===== src/rtl/l2_prefetch_pkg.sv =====
// Shared types and constants for the L2 prefetch fill engine.
// Holds the FSM state type, buffer geometry and the line-base helper.
package l2_prefetch_pkg;

  localparam int INDEX_W = 7;
  localparam int ENTRIES = 128;
  localparam int ADDR_W  = 26;

  typedef enum logic [1:0] {
    ST_FLUSH = 2'd0,
    ST_IDLE  = 2'd1,
    ST_REQ   = 2'd2,
    ST_FILL  = 2'd3
  } state_e;

  // Clears the word-offset bits so the address points at its line start.
  function automatic logic [ADDR_W-1:0] line_base(
    input logic [ADDR_W-1:0] a,
    input int unsigned       words
  );
    logic [ADDR_W-1:0] m;
    m = ADDR_W'(words - 1);
    return a & ~m;
  endfunction

endpackage


===== src/rtl/l2_prefetch_fill_skid.sv =====
// prefetch_skid: 2-entry FIFO of {addr, data} holding displaced fill beats.
// Ports: clk, rst (sync high), push/pop/flush in, in_a/in_d, out_a/out_d, empty/full.
module prefetch_skid #(
  parameter int AW = 26,
  parameter int DW = 32
) (
  input  logic          clk,
  input  logic          rst,
  input  logic          push,
  input  logic          pop,
  input  logic          flush,
  input  logic [AW-1:0] in_a,
  input  logic [DW-1:0] in_d,
  output logic [AW-1:0] out_a,
  output logic [DW-1:0] out_d,
  output logic          empty,
  output logic          full
);

  logic [AW+DW-1:0] e0_q, e0_d;
  logic [AW+DW-1:0] e1_q, e1_d;
  logic             wp_q, wp_d;
  logic             rp_q, rp_d;
  logic [1:0]       cnt_q, cnt_d;
  logic             do_push;
  logic             do_pop;

  assign empty = (cnt_q == 2'd0);
  assign full  = (cnt_q == 2'd2);
  assign {out_a, out_d} = rp_q ? e1_q : e0_q;

  assign do_pop  = pop & ~empty;
  assign do_push = push & (~full | do_pop);

  always_comb begin
    e0_d  = e0_q;
    e1_d  = e1_q;
    wp_d  = wp_q;
    rp_d  = rp_q;
    cnt_d = cnt_q;
    if (flush) begin
      wp_d  = 1'b0;
      rp_d  = 1'b0;
      cnt_d = 2'd0;
    end else begin
      if (do_push) begin
        if (wp_q) e1_d = {in_a, in_d};
        else      e0_d = {in_a, in_d};
        wp_d = ~wp_q;
      end
      if (do_pop) rp_d = ~rp_q;
      cnt_d = cnt_q + {1'b0, do_push} - {1'b0, do_pop};
    end
  end

  always_ff @(posedge clk) begin
    if (rst) begin
      e0_q  <= '0;
      e1_q  <= '0;
      wp_q  <= 1'b0;
      rp_q  <= 1'b0;
      cnt_q <= 2'd0;
    end else begin
      e0_q  <= e0_d;
      e1_q  <= e1_d;
      wp_q  <= wp_d;
      rp_q  <= rp_d;
      cnt_q <= cnt_d;
    end
  end

endmodule


===== src/rtl/l2_prefetch_fill.sv =====
// l2_prefetch_fill: burst fill, CPU write forwarding and flush for the L2
// prefetch buffer. Ports: CLK/RST, Miss*, Flush, Busy, Mem* burst side,
// CPUWR* forward side, WRA/WRD/WR/WRM/CLR buffer side (all registered).
// Macro PREFETCH_NEXTLINE_EN: fetch the line after the miss, not the miss line.
module l2_prefetch_fill
  import l2_prefetch_pkg::*;
#(
  parameter int LINE_WORDS = 8
) (
  input  logic        CLK,
  input  logic        RST,
  input  logic        MissValid,
  input  logic [25:0] MissA,
  input  logic        Flush,
  output logic        Busy,
  output logic        MemReq,
  output logic [25:0] MemA,
  input  logic        MemAck,
  input  logic        MemDValid,
  input  logic [31:0] MemD,
  input  logic        CPUWR,
  input  logic [25:0] CPUWRA,
  input  logic [31:0] CPUWRD,
  input  logic [3:0]  CPUWRM,
  output logic [25:0] WRA,
  output logic [31:0] WRD,
  output logic        WR,
  output logic [3:0]  WRM,
  output logic        CLR
);

  localparam int CW = $clog2(LINE_WORDS) + 1;
  localparam logic [CW-1:0] LW_C = CW'(LINE_WORDS);
  localparam logic [INDEX_W-1:0] LAST_IDX = INDEX_W'(ENTRIES - 1);

`ifdef PREFETCH_NEXTLINE_EN
  localparam logic [ADDR_W-1:0] NL_OFS = ADDR_W'(LINE_WORDS);
`else
  localparam logic [ADDR_W-1:0] NL_OFS = '0;
`endif

  state_e              state_q, state_d;
  logic [INDEX_W-1:0]  idx_q, idx_d;
  logic [CW-1:0]       beat_q, beat_d;
  logic [ADDR_W-1:0]   mema_q, mema_d;
  logic                abort_q, abort_d;
  logic                pend_q, pend_d;
  logic                wr_q, wr_d;
  logic [ADDR_W-1:0]   wra_q, wra_d;
  logic [31:0]         wrd_q, wrd_d;
  logic [3:0]          wrm_q, wrm_d;
  logic                clr_q, clr_d;

  logic                skid_push, skid_pop, skid_flush;
  logic                skid_empty, skid_full;
  logic [ADDR_W-1:0]   skid_a;
  logic [31:0]         skid_d;

  logic                active, cpu_fwd, cpu_hit, flush_hit;
  logic                abort_now, fill_beat, keep_beat;
  logic [ADDR_W-1:0]   beat_addr;
  logic [CW-1:0]       beat_nx;
  logic                skid_drains;

  assign active    = (state_q == ST_REQ) | (state_q == ST_FILL);
  assign cpu_fwd   = CPUWR & (state_q != ST_FLUSH);
  assign cpu_hit   = active & CPUWR &
                     (line_base(CPUWRA, LINE_WORDS) == mema_q);
  assign flush_hit = active & Flush;
  // Abort takes effect on the beat coincident with its cause.
  assign abort_now = abort_q | cpu_hit | flush_hit;
  assign fill_beat = (state_q == ST_FILL) & MemDValid & (beat_q != LW_C);
  assign keep_beat = fill_beat & ~abort_now;
  assign beat_addr = mema_q + ADDR_W'(beat_q);
  assign beat_nx   = beat_q + CW'(fill_beat);

  prefetch_skid #(.AW(ADDR_W), .DW(32)) u_skid (
    .clk   (CLK),
    .rst   (RST),
    .push  (skid_push),
    .pop   (skid_pop),
    .flush (skid_flush),
    .in_a  (beat_addr),
    .in_d  (MemD),
    .out_a (skid_a),
    .out_d (skid_d),
    .empty (skid_empty),
    .full  (skid_full)
  );

  // Buffer write port arbitration: clear > CPU > oldest skid > live beat.
  always_comb begin
    wr_d  = 1'b0;
    wra_d = '0;
    wrd_d = '0;
    wrm_d = '0;
    clr_d = 1'b0;
    skid_pop   = 1'b0;
    skid_push  = 1'b0;
    skid_flush = abort_now;
    if (state_q == ST_FLUSH) begin
      wr_d  = 1'b1;
      wra_d = ADDR_W'(idx_q);
      wrm_d = 4'hF;
      clr_d = 1'b1;
    end else if (cpu_fwd) begin
      wr_d  = 1'b1;
      wra_d = CPUWRA;
      wrd_d = CPUWRD;
      wrm_d = CPUWRM;
    end else if (~skid_empty & ~abort_now) begin
      wr_d  = 1'b1;
      wra_d = skid_a;
      wrd_d = skid_d;
      wrm_d = 4'hF;
      skid_pop = 1'b1;
    end else if (keep_beat) begin
      wr_d  = 1'b1;
      wra_d = beat_addr;
      wrd_d = MemD;
      wrm_d = 4'hF;
    end
    // Beats must stay in order, so one queues behind any skid content.
    skid_push = keep_beat & (cpu_fwd | ~skid_empty);
  end

  assign skid_drains = abort_now |
                       (skid_empty & ~skid_push) |
                       (~skid_empty & ~skid_full & skid_pop & ~skid_push);

  always_comb begin
    state_d = state_q;
    idx_d   = idx_q;
    beat_d  = beat_q;
    mema_d  = mema_q;
    abort_d = abort_q;
    pend_d  = pend_q;
    unique case (state_q)
      ST_FLUSH: begin
        idx_d = idx_q + 1'b1;
        if (idx_q == LAST_IDX) state_d = ST_IDLE;
      end
      ST_IDLE: begin
        if (Flush) begin
          state_d = ST_FLUSH;
          idx_d   = '0;
        end else if (MissValid) begin
          state_d = ST_REQ;
          mema_d  = line_base(MissA, LINE_WORDS) + NL_OFS;
          beat_d  = '0;
          abort_d = 1'b0;
          pend_d  = 1'b0;
        end
      end
      ST_REQ: begin
        abort_d = abort_now;
        pend_d  = pend_q | Flush;
        if (MemAck) begin
          state_d = ST_FILL;
          beat_d  = '0;
        end
      end
      ST_FILL: begin
        abort_d = abort_now;
        pend_d  = pend_q | Flush;
        beat_d  = beat_nx;
        if ((beat_nx == LW_C) & skid_drains) begin
          state_d = (pend_q | Flush) ? ST_FLUSH : ST_IDLE;
          idx_d   = '0;
          abort_d = 1'b0;
          pend_d  = 1'b0;
        end
      end
    endcase
  end

  always_ff @(posedge CLK) begin
    if (RST) begin
      state_q <= ST_FLUSH;
      idx_q   <= '0;
      beat_q  <= '0;
      mema_q  <= '0;
      abort_q <= 1'b0;
      pend_q  <= 1'b0;
      wr_q    <= 1'b0;
      wra_q   <= '0;
      wrd_q   <= '0;
      wrm_q   <= '0;
      clr_q   <= 1'b0;
    end else begin
      state_q <= state_d;
      idx_q   <= idx_d;
      beat_q  <= beat_d;
      mema_q  <= mema_d;
      abort_q <= abort_d;
      pend_q  <= pend_d;
      wr_q    <= wr_d;
      wra_q   <= wra_d;
      wrd_q   <= wrd_d;
      wrm_q   <= wrm_d;
      clr_q   <= clr_d;
    end
  end

  assign Busy   = (state_q != ST_IDLE);
  assign MemReq = (state_q == ST_REQ);
  assign MemA   = mema_q;
  assign WR     = wr_q;
  assign WRA    = wra_q;
  assign WRD    = wrd_q;
  assign WRM    = wrm_q;
  assign CLR    = clr_q;

endmodule

===== config.mk =====
export PLATFORM = sky130hd
export DESIGN_NAME = l2_prefetch_fill
export DESIGN_NICKNAME = d
export VERILOG_FILES = /design/src/rtl/l2_prefetch_pkg.sv /design/src/rtl/l2_prefetch_fill_skid.sv /design/src/rtl/l2_prefetch_fill.sv
export SDC_FILE = /design/constraint.sdc
export NUM_CORES = 1
export LEC_CHECK = 0
export CAP_MARGIN = 15
export CORE_ASPECT_RATIO = 1.2
export CORE_MARGIN = 4
export CORE_UTILIZATION = 56
export DETAILED_ROUTE_END_ITERATION = 6
export GPL_TIMING_DRIVEN = 0
export MAX_ROUTING_LAYER = met4
export PLACE_DENSITY = 0.95
export SLEW_MARGIN = 20
export SYNTH_ARGS = -nofsm -noshare
export SYNTH_HDL_FRONTEND = slang
export SYNTH_HIERARCHICAL = 1
export SYNTH_SLANG_ARGS = --single-unit

===== constraint.sdc =====
create_clock -name CLK -period 6.2 [get_ports CLK]
set_input_delay 1.24 -clock CLK [delete_from_list [all_inputs] [get_ports CLK]]
set_output_delay 1.24 -clock CLK [all_outputs]
set_load 0.02 [all_outputs]

[After elaboration in Yosys (flattened, before gate mapping)]
Cells that the tools add are included.
Cells by class
  reduce and logical (&&, ||, !) cells: 14
  bitwise gates (word level): 31
  muxes and demuxes: 40
  shifts and indexed selects: 0
  add/subtract/negate cells: 5
  div/mod/pow operators: 0
  magnitude comparators: 0
  equal/unequal tests: 16
  multipliers: 0
Operator list (number)
  two-way mux 32 bit: 3
  two-way mux 26 bit: 3
  two-way mux 58 bit: 1
  two-way mux 4 bit: 7
  adder 26 x 4 -> 26 bit: 1
  equality test 23 bit: 1
  two-way mux 7 bit: 3
  case mux 7 bit (3 select lines): 1
  bitwise AND 1 bit: 16
  AND reduction 3 bit: 5
  two-way mux 1 bit: 13
  case mux 4 bit (3 select lines): 1
  two-way mux 2 bit: 5
  != test 2 x 1 -> 1 bit, second input constant: 4
  OR 1 bit: 8
  case mux 2 bit (4 select lines): 1
  AND reduction 4 bit: 2
  adder 7 x 1 -> 7 bit, second input constant: 1
  equality test 7 bit, second input constant: 1
  inverter 1 bit: 7
  equality test 2 bit, second input constant: 3
  != test 2 bit, second input constant: 3
  case mux 1 bit (3 select lines): 2
  nonzero test 3 bit: 2
  10 further kinds: 12
Storage, ports and cells
  bits in read-only memories: 0
  latch bits: 0
  bits in writable memories: 0
  register bits after elaboration: 222
  word-level logic and storage cells: 123
  output and inout bits: 92
  memories: 0
  bits of input ports: 127

[Logic depth before layout (Yosys ltp)]
Gate-level depths: netlist of the first run.
  word-level depth: 17
  gate-level depth with buffers: 14
  depth with buffers taken out: 12

[Cells and area by module]
Netlist of the first run, hierarchy kept.
Modules (own cells, without submodules)
  prefetch_skid: seq. area each 2402.3 um^2, area each 5645.4 um^2, instances 1, cells each 532
  l2_prefetch_fill: seq. area each 2042.0 um^2, area each 5211.2 um^2, instances 1, cells each 644

[Worst setup path after synthesis of the first run]
No wires, ideal clock.
  path type: in2reg
  from: input port CPUWR
  to: register u_skid.e0_q[46]
  stages on the path: 11
  arrival: 3382 ps
  buffers on the path: 4
  setup slack: 2699 ps
  library setup time: 120 ps
  data required time: 6080 ps
  path through: inv_1 -> nor2_1 -> clkbuf_1 -> clkbuf_1 -> o21ai_0 -> nor2_1 -> inv_2 -> or4_4 -> buf_6 -> buf_6 -> mux2i_1
On the way
  elaborated cells on any way between the ends: 17
  classes of those cells: 3 x mux; 13 x bitwise; 1 x reduce/logical
RTL lines
  start, declared: RTL line l2_prefetch_fill.sv:21  | input logic CPUWR,
  bitwise AND 1 bit (2 in a row): RTL line l2_prefetch_fill.sv:67  | assign cpu_hit = active & CPUWR &
  OR 1 bit (2 in a row): RTL line l2_prefetch_fill.sv:71  | assign abort_now = abort_q | cpu_hit | flush_hit;
  inverter 1 bit (no line)
  bitwise AND 1 bit: RTL line l2_prefetch_fill.sv:73  | assign keep_beat = fill_beat & ~abort_now;
  bitwise AND 1 bit *: RTL line l2_prefetch_fill.sv:124  | skid_push = keep_beat & (cpu_fwd | ~skid_empty);
  net skid_push: RTL line l2_prefetch_fill.sv:54  | logic skid_push, skid_pop, skid_flush;
  bitwise AND 1 bit *: RTL line l2_prefetch_fill_skid.sv:33  | assign do_push = push & (~full | do_pop);
  AND reduction 3 bit (no line) *
  end signal, assigned: RTL line l2_prefetch_fill_skid.sv:58  | e0_q <= '0;
  end signal, assigned: RTL line l2_prefetch_fill_skid.sv:64  | e0_q <= e0_d;
  end, declared: RTL line l2_prefetch_fill_skid.sv:20  | logic [AW+DW-1:0] e0_q, e0_d;
Mark *: on every way through the listed nets, which the timed path passes. The rest lies on a longest branch.
A chain may end at the register's enable or synchronous reset.

[Worst setup path in the final report of the first run]
  from: input port CPUWR
  to: register u_skid.e0_q[14]
The elaborated chain is that of the path after synthesis.

==> metrics.cfg, run 1 <==
[pwr]
leakage_uw = 0.005192
ir_drop_mv = 0.2471
p_total_uw = 3075
p_per_area_nw_per_um2 = 218.6

[final_layout]
diodes = 0
layout_common_cells = 222 x dfxtp_1, 210 x clkdlybuf4s50_1, 175 x nand2b_1, 116 x mux2i_1, 83 x nor2_1
fillers = 1318
layout-drive-gt1-share = 0.09930
multiInputGateArea_um2 = 5879
fin_nets = 1546
seq_area_um2 = 4444
final_common_cell = dfxtp_1
final_cell_area_um2 = 14070
synthToLayoutAreaGrowth_pct = 29.60

[worst_setup_path]
critPathKind = in -> reg
startpoint_type = input port
crit_required_ps = 6640
crit_fanout = 10
ff2ff_path_depth = 10
crit_chain = clkdlybuf4s50_1, inv_1, nor2_1, clkbuf_1, clkbuf_1, o21ai_0, nor2_1, inv_2, nor4_1, buf_2, mux2i_1
critPathArrivalTime_ps = 5210
cp_slowest_cell = nor4_1
r2r_end = u_skid/e0_q[14]
ff2ff_setup_slack_ps = 2260
end_kind = flop
critical-path-max-stage-delay_ps = 570

[floorplanning]
core_um2 = 18990
die_h_um = 160.5
die_x_um = 135.1
pin_count = 219
start_util = 0.5716
rows = 55
die-area_um2 = 21690

[sta]
slew_viol_final = 0
rsz0062_at_grt = no
fmax_mhz = 209.6
clock_skew_ps = 17.80
fin_crit_sh = 0.7695
finalHoldViolations = 0
worst_pin_slew_ps = 821.5
setup_tns_ps = 0
relSlewSlack = 0.4503
hold_slack_ps = 469.5
fin_crit_ps = 4771
finalSetupViolations = 0

[yosys]
yosysSeqAreaShare = 0.4094
synth_compound_area_frac = 0.1246
synth_top_family_by_area = simple AND/OR/NAND/NOR gates
ys_seq_elements = 222
synth_enable_flop_cells = 0
netlist_area_um2 = 10860
synth_cell_types = 55
syn_avg_cell_area_um2 = 9.232
post_synth_inst_count = 1176
synthSimpleGateAreaFrac = 0.2048
yosys.area_share.adder = 0.006915
synth-main-ff-cell = dfxtp_1
async_reset_ff_frac = 0
yosys_warnings = 6
synth_xor_area_frac = 0.03711
synth_mux_area_frac = 0.1671

[min_path]
min_path_cells = 2
hp-class = reg -> reg
worstHoldEndpoint = u_skid/e0_q[19]
hp-start = u_skid/e0_q[19]

[global_route]
first_global_vias = 10200
grt_pass1_wl_um = 52110
grtUsageMet3 = 0.05294
use_met1 = 0.3492
grt_max_degree = 16
antenna_found_initial = 0
met2_usage = 0.5163
grt_overflow = 0
grtUsageTotal = 0.3002
busiest_layer = met2

[clock_tree]
root_buffer = clkbuf_16
cts_buffers = 23
clkLatencyLatePin_ps = 520
cts_resized = 0
clk_pin_slew_worst_paths_ps = 60
cts.path.max_buffers = 3
cts_tree = yes
cts_hold_buf = 0
cts_sinks = 222
post-cts-setup-buffers = 0
h-tree-depth = 1

[routing]
drt-vias-per-instance = 5.917
drt_iter0_markers = 1022
drc = 0
ant_nets = 0
avgRoutedWirePerCell_um = 19.69
drtPass1Iterations = 5
vias = 9976
finalWirelength_um = 33200

[placed_design]
io_buffers = 210
gp_congestion = 0.9502
place.detailed.hpwl_um = 23520
placed_area_um2 = 13290

[run]
cap_violations = 0

[run_status]
status = finished clean

==> cell families after synthesis <==
group                      after synthesis
and+or+nand+nor                        417
DFF                                    222
AOI/OAI and AO/OA                      201
muxes                                  174
buffers and inverters                  109
xor gates and xnor gates                46
adders and majority gates                6
other                                    1
==> registers in the layout (all words and copies together), names as in the netlist, 2 cells and up, named ones only <==
register / count
beat_q: 4
MemA: 23
u_skid/e0_q: 58
WRM: 4
u_skid/e1_q: 58
WRA: 26
WRD: 32
idx_q: 7
u_skid/cnt_q: 2
==> worst max-delay path: cells and delay by family <==
| family | cells | cell delay (ps) |
|---|---|---|
| muxes | 1 | 270 |
| AOI/OAI and AO/OA | 1 | 200 |
| buffers and inverters | 6 | 2220 |
| and+or+nand+nor | 3 | 1250 |
==> routing by layer <==
metal	up-vias	wire (um)
met5	-	0
met4	0	1148
met3	98	2632
met2	502	16670
met1	4794	12750
li1	4582	-
==> area by class of cell <==
cell class              instances  area share
multi-input cells             847      0.4179
flip-flops and latches        222      0.3159
repair buffers                210      0.1494
clock buffers                  30     0.04562
plain buffers                  98     0.03548
well taps                     256     0.02277
clock inverters                12     0.01005
inverters                      11    0.002935
==> power by group <==
group / internal [uW] / leakage, uW / switching [uW]
logic: 110 / 0.00301 / 85.3
clock network: 856 / 0.000390 / 587
registers: 1430 / 0.00179 / 4.64
==> how the worst max path moves through the flow <==
stage	startpoint	endpoint	slack, ps	cells past startpoint
after floorplan	CPUWR	u_skid/e0_q[46]	2700	11
after global placement	CPUWR	u_skid/e0_q[26]	1300	11
after detailed placement	CPUWR	u_skid/e0_q[6]	1190	11
after CTS	CPUWR	u_skid/e0_q[14]	1570	11
after global routing	CPUWR	u_skid/e0_q[24]	1270	11
final	CPUWR	u_skid/e0_q[14]	1430	11
==> synth_stat cells (3+ instances only) <==
cell type	count	area, um2
o31ai_1	6	45.04
and3_1	9	56.30
buf_2	11	55.05
nand3b_1	6	45.04
and2_1	3	18.77
a31oi_1	7	43.79
dfxtp_1	222	4444
a221oi_2	8	120.1
nor2_1	83	311.6
xnor2_1	23	201.4
buf_4	7	52.55
buf_6	12	135.1
ha_1	6	75.07
clkbuf_1	61	229.0
nand3_1	24	120.1
nor2b_1	4	25.02
nand2_1	69	259.0
nand4_1	6	37.54
or4_1	3	22.52
mux2_2	58	653.1
o21ai_0	70	350.3
xor2_1	23	201.4
mux2i_1	116	1161
a211oi_1	4	30.03
a21oi_1	43	215.2
nand2b_1	175	1095
or3_1	8	50.05
inv_1	10	37.54
a221oi_1	48	420.4
nor4_1	9	56.30
nor3_1	9	45.04
buf_1	6	22.52
==> stage by stage <==
stage,std cells,setup WS (ps),util
2_1_floorplan,1178,2699,-
3_3_place_gp,1644,1304,0.6995
3_5_place_dp,1644,1190,0.6995
4_1_cts,1686,1566,0.7408
5_1_grt,1686,1274,0.7408
6_report,1686,1429,0.7408
No activity file was read; power rests on OpenSTA's default activity.
==> run 2, diff against run 1 <==
CORE_UTILIZATION = 52   (was 56)
PLACE_DENSITY = 0.9   (was 0.95)
clock period = 5 ns   (was 6.2 ns; I/O delays follow)
==> run 2 against run 1 <==
- clock skew decreased by 5.5 ps
- critical path depth unchanged
- core utilization decreased by 5.4 points
- cell area decreased by 0.37%
- total power up 19%
- clock power up 15%
- largest cell class unchanged
- largest power group unchanged
==> metrics.cfg, run 2 (synthesis gave the netlist of run 1 again) <==
[run_status]
status = finished clean

[pwr]
intPower_uw = 2859  ; +19%
leakage_uw = 0.005160  ; -0.62%
ir_drop_mv = 0.2202  ; -11%
clkPwrFrac = 0.449  ; -0.020
net-switching-power_uw = 811.5  ; +20%
p_comb_frac = 0.065  ; about the same
switching_share = 0.2211  ; +0.0009371
power_frac_seq = 0.486  ; +0.019
p_per_area_nw_per_um2 = 261.8  ; +20%

[clock_tree]
h-tree-depth = 1  ; unchanged
cts_hold_buf = 0  ; unchanged
cts_buffers = 23  ; unchanged
root_buffer = clkbuf_16
clkLatencyLatePin_ps = 510  ; about the same
post-cts-setup-buffers = 0  ; unchanged
cts_tree = yes
cts_resized = 0  ; unchanged
clk_pin_slew_worst_paths_ps = 60  ; about the same
cts.path.max_buffers = 3  ; unchanged
cts_sinks = 222  ; unchanged

[floorplanning]
die-area_um2 = 23260  ; +7.3%
die_x_um = 139.9  ; +3.6%
rows = 57  ; +3.6%
pin_count = 219  ; unchanged
core_um2 = 20400  ; +7.4%
die_h_um = 166.3  ; +3.6%
start_util = 0.5323  ; -0.03934

[worst_setup_path]
end_kind = flop
critPathKind = in -> reg
critPathArrivalTime_ps = 4880  ; -330 ps
startpoint_type = input port
crit_required_ps = 5430  ; -1210 ps
crit_fanout = 10  ; unchanged

[min_path]
hp-class = reg -> reg

[sta]
fin_crit_ps = 4454
fin_crit_sh = 0.8908
setup_tns_ps = 0  ; unchanged
worst_pin_slew_ps = 1021  ; +200.0 ps
fmax_mhz = 224.5
clock_skew_ps = 12.32  ; -5.481 ps
setup_ws_ps = 545.8  ; -883.4 ps
rsz0062_at_grt = no
finalHoldViolations = 0  ; unchanged
slew_viol_final = 0  ; unchanged
finalSetupViolations = 0  ; unchanged
relSlewSlack = 0.3165  ; -0.1338

[routing]
drt_iter0_markers = 706  ; -31%
drt-vias-per-instance = 5.724  ; -3.3%
finalWirelength_um = 31990  ; -3.6%
drtPass1Iterations = 5  ; unchanged
ant_nets = 0  ; unchanged
drc = 0  ; unchanged
avgRoutedWirePerCell_um = 18.89  ; -4.0%
vias = 9690  ; -2.9%

[placed_design]
dp.cells = 1653  ; +0.55%
place.detailed.hpwl_um = 23290  ; -0.97%
io_buffers = 210  ; unchanged
pre_cts_ws_ps = 195.5  ; -995.0 ps
gp_congestion = 0.9035  ; -4.9%

[global_route]
grt_pass1_wl_um = 51450  ; -1.3%
grt_overflow = 0  ; unchanged
grtUsageTotal = 0.2722  ; -0.02799
grt_max_degree = 16  ; unchanged
antenna_found_initial = 0  ; unchanged
first_global_vias = 10020  ; -1.7%

[final_layout]
layout_common_cells = 222 x dfxtp_1, 210 x clkdlybuf4s50_1, 175 x nand2b_1, 116 x mux2i_1, 83 x nor2_1
synthToLayoutAreaGrowth_pct = 29.11
fin_nets = 1546  ; unchanged
diodes = 0  ; unchanged
layout-drive-gt1-share = 0.09734  ; -0.001962
stdcell_count = 1693  ; +0.42%
final_common_cell = dfxtp_1
fin_util = 0.6872  ; -0.05356

[run]
cap_violations = 0  ; unchanged

## run 2: cell types whose count changed in the layout (fill, tap and decap cells not counted)
| cell | previous run | this run |
|---|---|---|
| clkbuf_1 | 64 | 65 |
| bufinv_16 | 3 | 0 |
| clkbuf_8 | 4 | 7 |
| clkinv_2 | 7 | 5 |
| inv_6 | 1 | 0 |
## run 2: metrics by stage
stage               instance area (um2)  total power [uW]  hold slack (ps)
floorplan                         10860              1909            445.2
global placement                  13300              2055            454.8
detailed placement                13300              2056            463.6
CTS                               14020              3685            474.3
global route                      14020              3770            490.2
finish                            14020              3670            469.9
## run 2: per-layer routing
| metal | wire, um | share of wire | vias to the layer above | global-route usage |
|---|---|---|---|---|
| met5 | 0 | 0 | - | - |
| met1 | 12920 | 0.40 | 4580 | 0.3250 |
| li1 | - | - | 4589 | - |
| met2 | 15480 | 0.48 | 424 | 0.4570 |
| met3 | 2263 | 0.071 | 97 | 0.04147 |
| met4 | 1323 | 0.041 | 0 | 0.1142 |
## run 2: worst paths after layout
check / depth (start not counted) / from / end / slack (ps)
setup / recovery: 11 / CPUWR / u_skid/e0_q[21] / 550
hold / removal: 2 / u_skid/e0_q[6] / u_skid/e0_q[6] / 470
setup reg to reg: 10 / flop / u_skid/e0_q[21] / 1150
hold reg to reg: 2 / u_skid/e0_q[6] / u_skid/e0_q[6] / 470
## run 2: layout make-up
class / count / area, um2
Fill cell: 1612 / 6380
Tap cell: 265 / 331.6
Sequential cell: 222 / 4444
Timing Repair Buffer: 210 / 2102
Multi-Input combinational cell: 847 / 5879
Inverter: 11 / 41.29
Buffer: 98 / 499.2
Clock buffer: 34 / 686.9
Clock inverter: 6 / 32.53
## run 2: critical path: stages
cell and delay (ps):
clkdlybuf4s50_1 580, inv_1 150, nor2_1 360, clkbuf_1 500, clkbuf_1 440, o21ai_0 130
nor2_1 310, inv_2 100, nor4_1 630, buf_2 440, mux2i_1 240
## run 2: power groups by stage
stage / logic [uW] / clock network, uW / registers [uW]
6_report: 239 / 1650 / 1780
5_1_grt: 252 / 1740 / 1780
4_1_cts: 237 / 1670 / 1780
3_5_place_dp: 235 / 0 / 1820
3_3_place_gp: 233 / 0 / 1820
2_1_floorplan: 83.3 / 0 / 1830
==> RTL change 1: new RTL, flow settings as in run 2 <==
The parameter `LINE_WORDS` goes from 8 to 16.
--- a/src/rtl/l2_prefetch_fill.sv
+++ b/src/rtl/l2_prefetch_fill.sv
@@ -6,5 +6,5 @@
   import l2_prefetch_pkg::*;
 #(
-  parameter int LINE_WORDS = 8
+  parameter int LINE_WORDS = 16
 ) (
   input  logic        CLK,
Behaviour: same outputs for any inputs over 10 cycles, from zero or initial values and one cycle with RST high; that may be too few to reach the edited logic, so the function may still have changed.
==> RTL change 1 against run 2 <==
Routed wire length grew 0.25%. Sequential cell count is the same. Area after synthesis shrank 0.18%. Via count grew 0.17%. Total power grew 4.6%. Non-clock buffer count shrank 7. Clock skew grew 0.00059 ns. Count of clock-buffer cells in the layout shrank 2. Final area grew 0.53%. Utilization grew 0.36 points. Setup slack lost 0.079 ns. Largest cell class unchanged. Largest power group is now the clock network.
==> RTL change 1: results (changes against run 2) <==
Global route
  • First-pass GRT wire length: 51100 um (-0.64%)
  • Met3 usage: 0.0372 (-0.00432)
  • GRT Resource Usage Total: 0.271 (-0.00127)
  • Met1 Usage GRT: 0.334 (+0.00938)
  • Antenna violations before repair: 0 (unchanged)
  • Largest net degree at the start of global routing: 15 (-1)
  • Vias in the first global route: 9944 (-0.80%)
  • M2 GR Usage: 0.457 (about the same)

Detailed routing
  • Initial DRC count: 702 (-0.57%)
  • Routed wire per std cell: 19.2 um (+1.4%)
  • Drt via density: 5.80 (+1.3%)

Worst hold path
  • Min-delay worst type: flip-flop to flip-flop
  • Hold Startpoint: u_skid/e1_q[55]

Clocking
  • Clock buffers created by TritonCTS: 23 (unchanged)
  • Root Driver: clkbuf_16
  • CTS HTree Levels: 1 (unchanged)
  • Post-CTS setup buffers: 0 (unchanged)
  • Resize count post-CTS: 0 (unchanged)
  • Longest Clk Path Bufs: 3 (unchanged)
  • Worst-Skew Late Latency: 0.51 ns (about the same)

Cells and area
  • Final nets: 1527 (-1.2%)
  • Layout cell share with drive strength beyond 1: 0.0972 (-0.000107)
  • Antenna fix cells: 0 (unchanged)

Critical path
  • Flop2flop setup slack: 1.11 ns (-0.04 ns)
  • Crit path DAT: 4.96 ns (+0.08 ns)
  • Crit Path Max Fanout: 10 (unchanged)
  • CP Launch Point: CPUWR
  • CP Launch Type: input pin

Logic synthesis
  • Top cells by area, synth: dfxtp_1 41%, mux2i_1 11%, nand2b_1 10%
  • Post-synth top cells: 222 x dfxtp_1, 176 x nand2b_1, 116 x mux2i_1
  • Asr flop ratio synth: 0 (unchanged)
  • Netlist cell types: 59 (+7.3%)
  • Post-synthesis sequential area ratio: 0.410 (+0.000756)
  • Post-synth top flop: dfxtp_1

Timing
  • Clk_skew: 0.0129 ns (+0.000593 ns)
  • Final worst path period need: 4.53 ns (+0.0795 ns)
  • Fin Hold WS: 0.470 ns (-0.0000570 ns)
  • Slew HR: 0.379 (+0.0628)

Power and ir drop
  • Peak supply drop: 0.237 mV (+7.5%)
  • Leakage Power: 5.33 nW (+3.4%)
  • P_int: 0.00302 W (+5.8%)

Placement
  • Dpl hpwl: 23300 um (-0.13%)
  • Port Buffers: 210 (unchanged)
  • Routability cong.: 0.910 (+0.74%)

Run status
  • Status: finished clean
RTL change 1: cell types whose count changed after synthesis, moves of 6 or more:
cell	run 2	this run
nor2b_1	4	15
nor3_1	9	15
a221oi_1	48	55
a22oi_1	2	50
xor2_1	23	10
inv_1	10	54
xnor2_1	23	33
nor2_1	83	21
a21oi_1	43	35
o21ai_0	70	21
buf_6	12	4
RTL change 1: area by class of cell:
cell class	count	area, um2
buffer	91	415
clock buffer	32	689
clock inverter	8	120
fill	1596	6310
inverter	55	206
multi-input combinational	791	5780
sequential	222	4440
tap	265	332
timing repair buffer	210	2100
RTL change 1: path summary, 6_finish.rpt:
kind / endpoint / depth (start not counted)
worst max-delay path: u_skid/e0_q[21] / 9
worst min-delay path: u_skid/e1_q[55] / 2
worst max register to register: u_skid/e0_q[21] / 9
worst min register to register: u_skid/e1_q[55] / 2
RTL change 1: routing by layer:
layer / wire (um) / up-vias
met5: 0 / -
met4: 909 / 0
met3: 2150 / 70
met2: 15700 / 436
met1: 13300 / 4674
li1: - / 4526
RTL change 1: power groups by stage:
stage | Clock, W | Sequential, W | Combinational (W)
floorplan | 0 | 0.00182 | 0.0000861
global placement | 0 | 0.00182 | 0.000235
detailed placement | 0 | 0.00182 | 0.000238
CTS | 0.00184 | 0.00178 | 0.000241
global route | 0.00191 | 0.00178 | 0.000257
finish | 0.00182 | 0.00178 | 0.000243
RTL change 1: cells by family after synthesis:
group,count (synthesis),synth area share
AOI/OAI and AO/OA,194,0.130
xor gates and xnor gates,44,0.0363
adders and majority gates,6,0.00693
buffers and inverters,146,0.0574
DFF,222,0.410
muxes,174,0.167
other,1,0.000346
and+or+nand+nor,369,0.191
RTL change 1: worst max-delay path: stages:
cell and delay (ns):
clkdlybuf4s50_1 0.50, clkbuf_1 0.42, o21ai_1 0.45, clkbuf_1 0.40
a211oi_1 0.65, inv_2 0.11, nor4_1 0.72, buf_2 0.44
mux2i_1 0.26
RTL change 1: per-stage QoR:
stage,cells,area (um2),utilization,power (W),setup slack (ns)
after floorplan,1159,10800,-,0.00191,1.69
after global routing,1674,14100,0.691,0.00394,0.269
after global placement,1634,13300,0.651,0.00205,0.151
after detailed placement,1634,13300,0.651,0.00206,0.00693
after CTS,1674,14100,0.691,0.00386,0.499
final,1674,14100,0.691,0.00384,0.466
==> RTL change 2: new RTL, config.mk and constraints of run 2 <==
Without the edit above. Re-encode `state_e` (4 states) as one-hot, 4 bits wide.
--- a/src/rtl/l2_prefetch_pkg.sv
+++ b/src/rtl/l2_prefetch_pkg.sv
@@ -7,9 +7,9 @@
   localparam int ADDR_W  = 26;
 
-  typedef enum logic [1:0] {
-    ST_FLUSH = 2'd0,
-    ST_IDLE  = 2'd1,
-    ST_REQ   = 2'd2,
-    ST_FILL  = 2'd3
+  typedef enum logic [3:0] {
+    ST_FLUSH = 4'b0001,
+    ST_IDLE  = 4'b0010,
+    ST_REQ   = 4'b0100,
+    ST_FILL  = 4'b1000
   } state_e;
 
Function: same outputs for any inputs over 10 cycles, from zero or initial values and one cycle with RST high; not proved beyond that.
==> RTL change 2 against run 2 <==
Sequential cell count increased by 2. Critical endpoint is now u_skid/e0_q[25]. Final cell count increased by 3.2%. Global-route usage increased by 1.7 points. Routed wire length increased by 7.2%. Sequential share of layout area decreased by 0.16 points. Register-to-register slack got worse by 0.13 ns. Area after synthesis increased by 1.5%. Final area increased by 1.4%. Setup slack got worse by 0.16 ns. Critical path type unchanged. Total power increased by 8.6%. Clock power increased by 4%.
==> RTL change 2: results (changes against run 2) <==
Cells and area
  • Fin cells: 1747 (+3.2%)
  • Non-CTS buffers: 315 (+2.3%)
  • Non-clock buffer share: 0.182 (-0.00392)
  • Multi-In Gates: 895 (+5.7%)
  • FF/Latch Area: 4480 um2 (+0.90%)
  • Finished Core Util: 0.680 (-0.00702)
  • Fin area: 14200 um2 (+1.4%)
  • Fill count: 1630 (+1.1%)
  • Antenna fix cells: 0 (unchanged)
  • Fraction of standard cell area in multi-input logic: 0.426 (+0.00698)
  • Layout cell share with drive strength beyond 1: 0.101 (+0.00354)
  • Invs w/o clock: 4 (-7)
  • Clock buffer count: 32 (-5.9%)

Critical path
  • Crit path DAT: 5.03 ns (+0.15 ns)
  • Max stage delay on crit path: 0.70 ns (+0.07 ns)

Placement
  • Port Buffers: 212 (+0.95%)
  • Dpl hpwl: 25000 um (+7.5%)
  • Post-DP Area: 13500 um2 (+1.4%)
  • Routability cong.: 0.932 (+3.1%)
  • Dpl ws: 0.0902 ns (-0.105 ns)

Power and ir drop
  • Comb. pwr: 0.000450 W (+88%)
  • PD cells: 280 nW/um2 (+7.1%)
  • Sequential power share: 0.458 (-0.028)
  • Peak supply drop: 0.300 mV (+36%)
  • Leakage Power: 5.32 nW (+3.1%)
  • P_int: 0.00303 W (+5.8%)

Clocking
  • Sink Count: 224 (+0.90%)
  • Resize count post-CTS: 0 (unchanged)
  • Reg clk slew, reported paths: 0.06 ns (about the same)

Global route
  • Vias in the first global route: 10200 (+2.0%)
  • Largest net degree at the start of global routing: 14 (-2)
  • First-pass GRT wire length: 54200 um (+5.3%)

Detailed routing
  • Drt pass-1 iters: 6 (+1)
  • Post-detailed-routing wire length: 34300 um (+7.2%)
  • Initial DRC count: 996 (+41%)
  • Drt via density: 5.81 (+1.5%)

Logic synthesis
  • Mux cell area share after synthesis: 0.165 (-0.00239)
  • Top cells by area, synth: dfxtp_1 41%, mux2i_1 11%, nand2b_1 10%
  • Post-synth top cells: 224 x dfxtp_1, 176 x nand2b_1, 146 x a21oi_1
  • Post-synth EDFFs: 0 (unchanged)
  • Post-synthesis xor/xnor area fraction: 0.0396 (+0.00254)
  • Synth Instances: 1224 (+4.1%)
  • Post-Synth Adder-Cell Area: 0.00682 (-0.0000990)
  • Post-synthesis sequential area ratio: 0.407 (-0.00222)
  • Netlist cell types: 68 (+24%)
  • Compound-Gate Fraction of Synth Area: 0.132 (+0.00730)

Timing
  • Slew HR: 0.208 (-0.109)
  • Clk_skew: 0.00969 ns (-0.00263 ns)

Run status
  • Status: finished clean
## RTL change 2: changes by cell type after synthesis, moves of 6 or more
cell             run 2  this run
a21oi_1             43       146
nor2_1              83        24
nor3_1               9         3
inv_1               10         2
nand4_1              6        12
nand3_1             24        63
a221oi_2             8         0
buf_6               12         2
nand2_1             69        76
clkbuf_1            61        55
buf_2               11        32
a221oi_1            48         1
## RTL change 2: path summary, 6_finish.rpt
check                   from              end  slack (ns)  cells past startpoint
max                CPUWRA[3]  u_skid/e0_q[25]        0.39                     11
min          u_skid/e0_q[56]  u_skid/e0_q[56]        0.47                      2
max reg2reg          MemA[3]  u_skid/e0_q[25]        1.02                     10
min reg2reg  u_skid/e0_q[56]  u_skid/e0_q[56]        0.47                      2
## RTL change 2: layer usage
layer,global-route usage,vias up,share of wire
li1,-,4749,-
met1,0.352,4781,0.40
met2,0.482,508,0.49
met3,0.0426,112,0.073
met4,0.113,0,0.041
met5,-,-,0
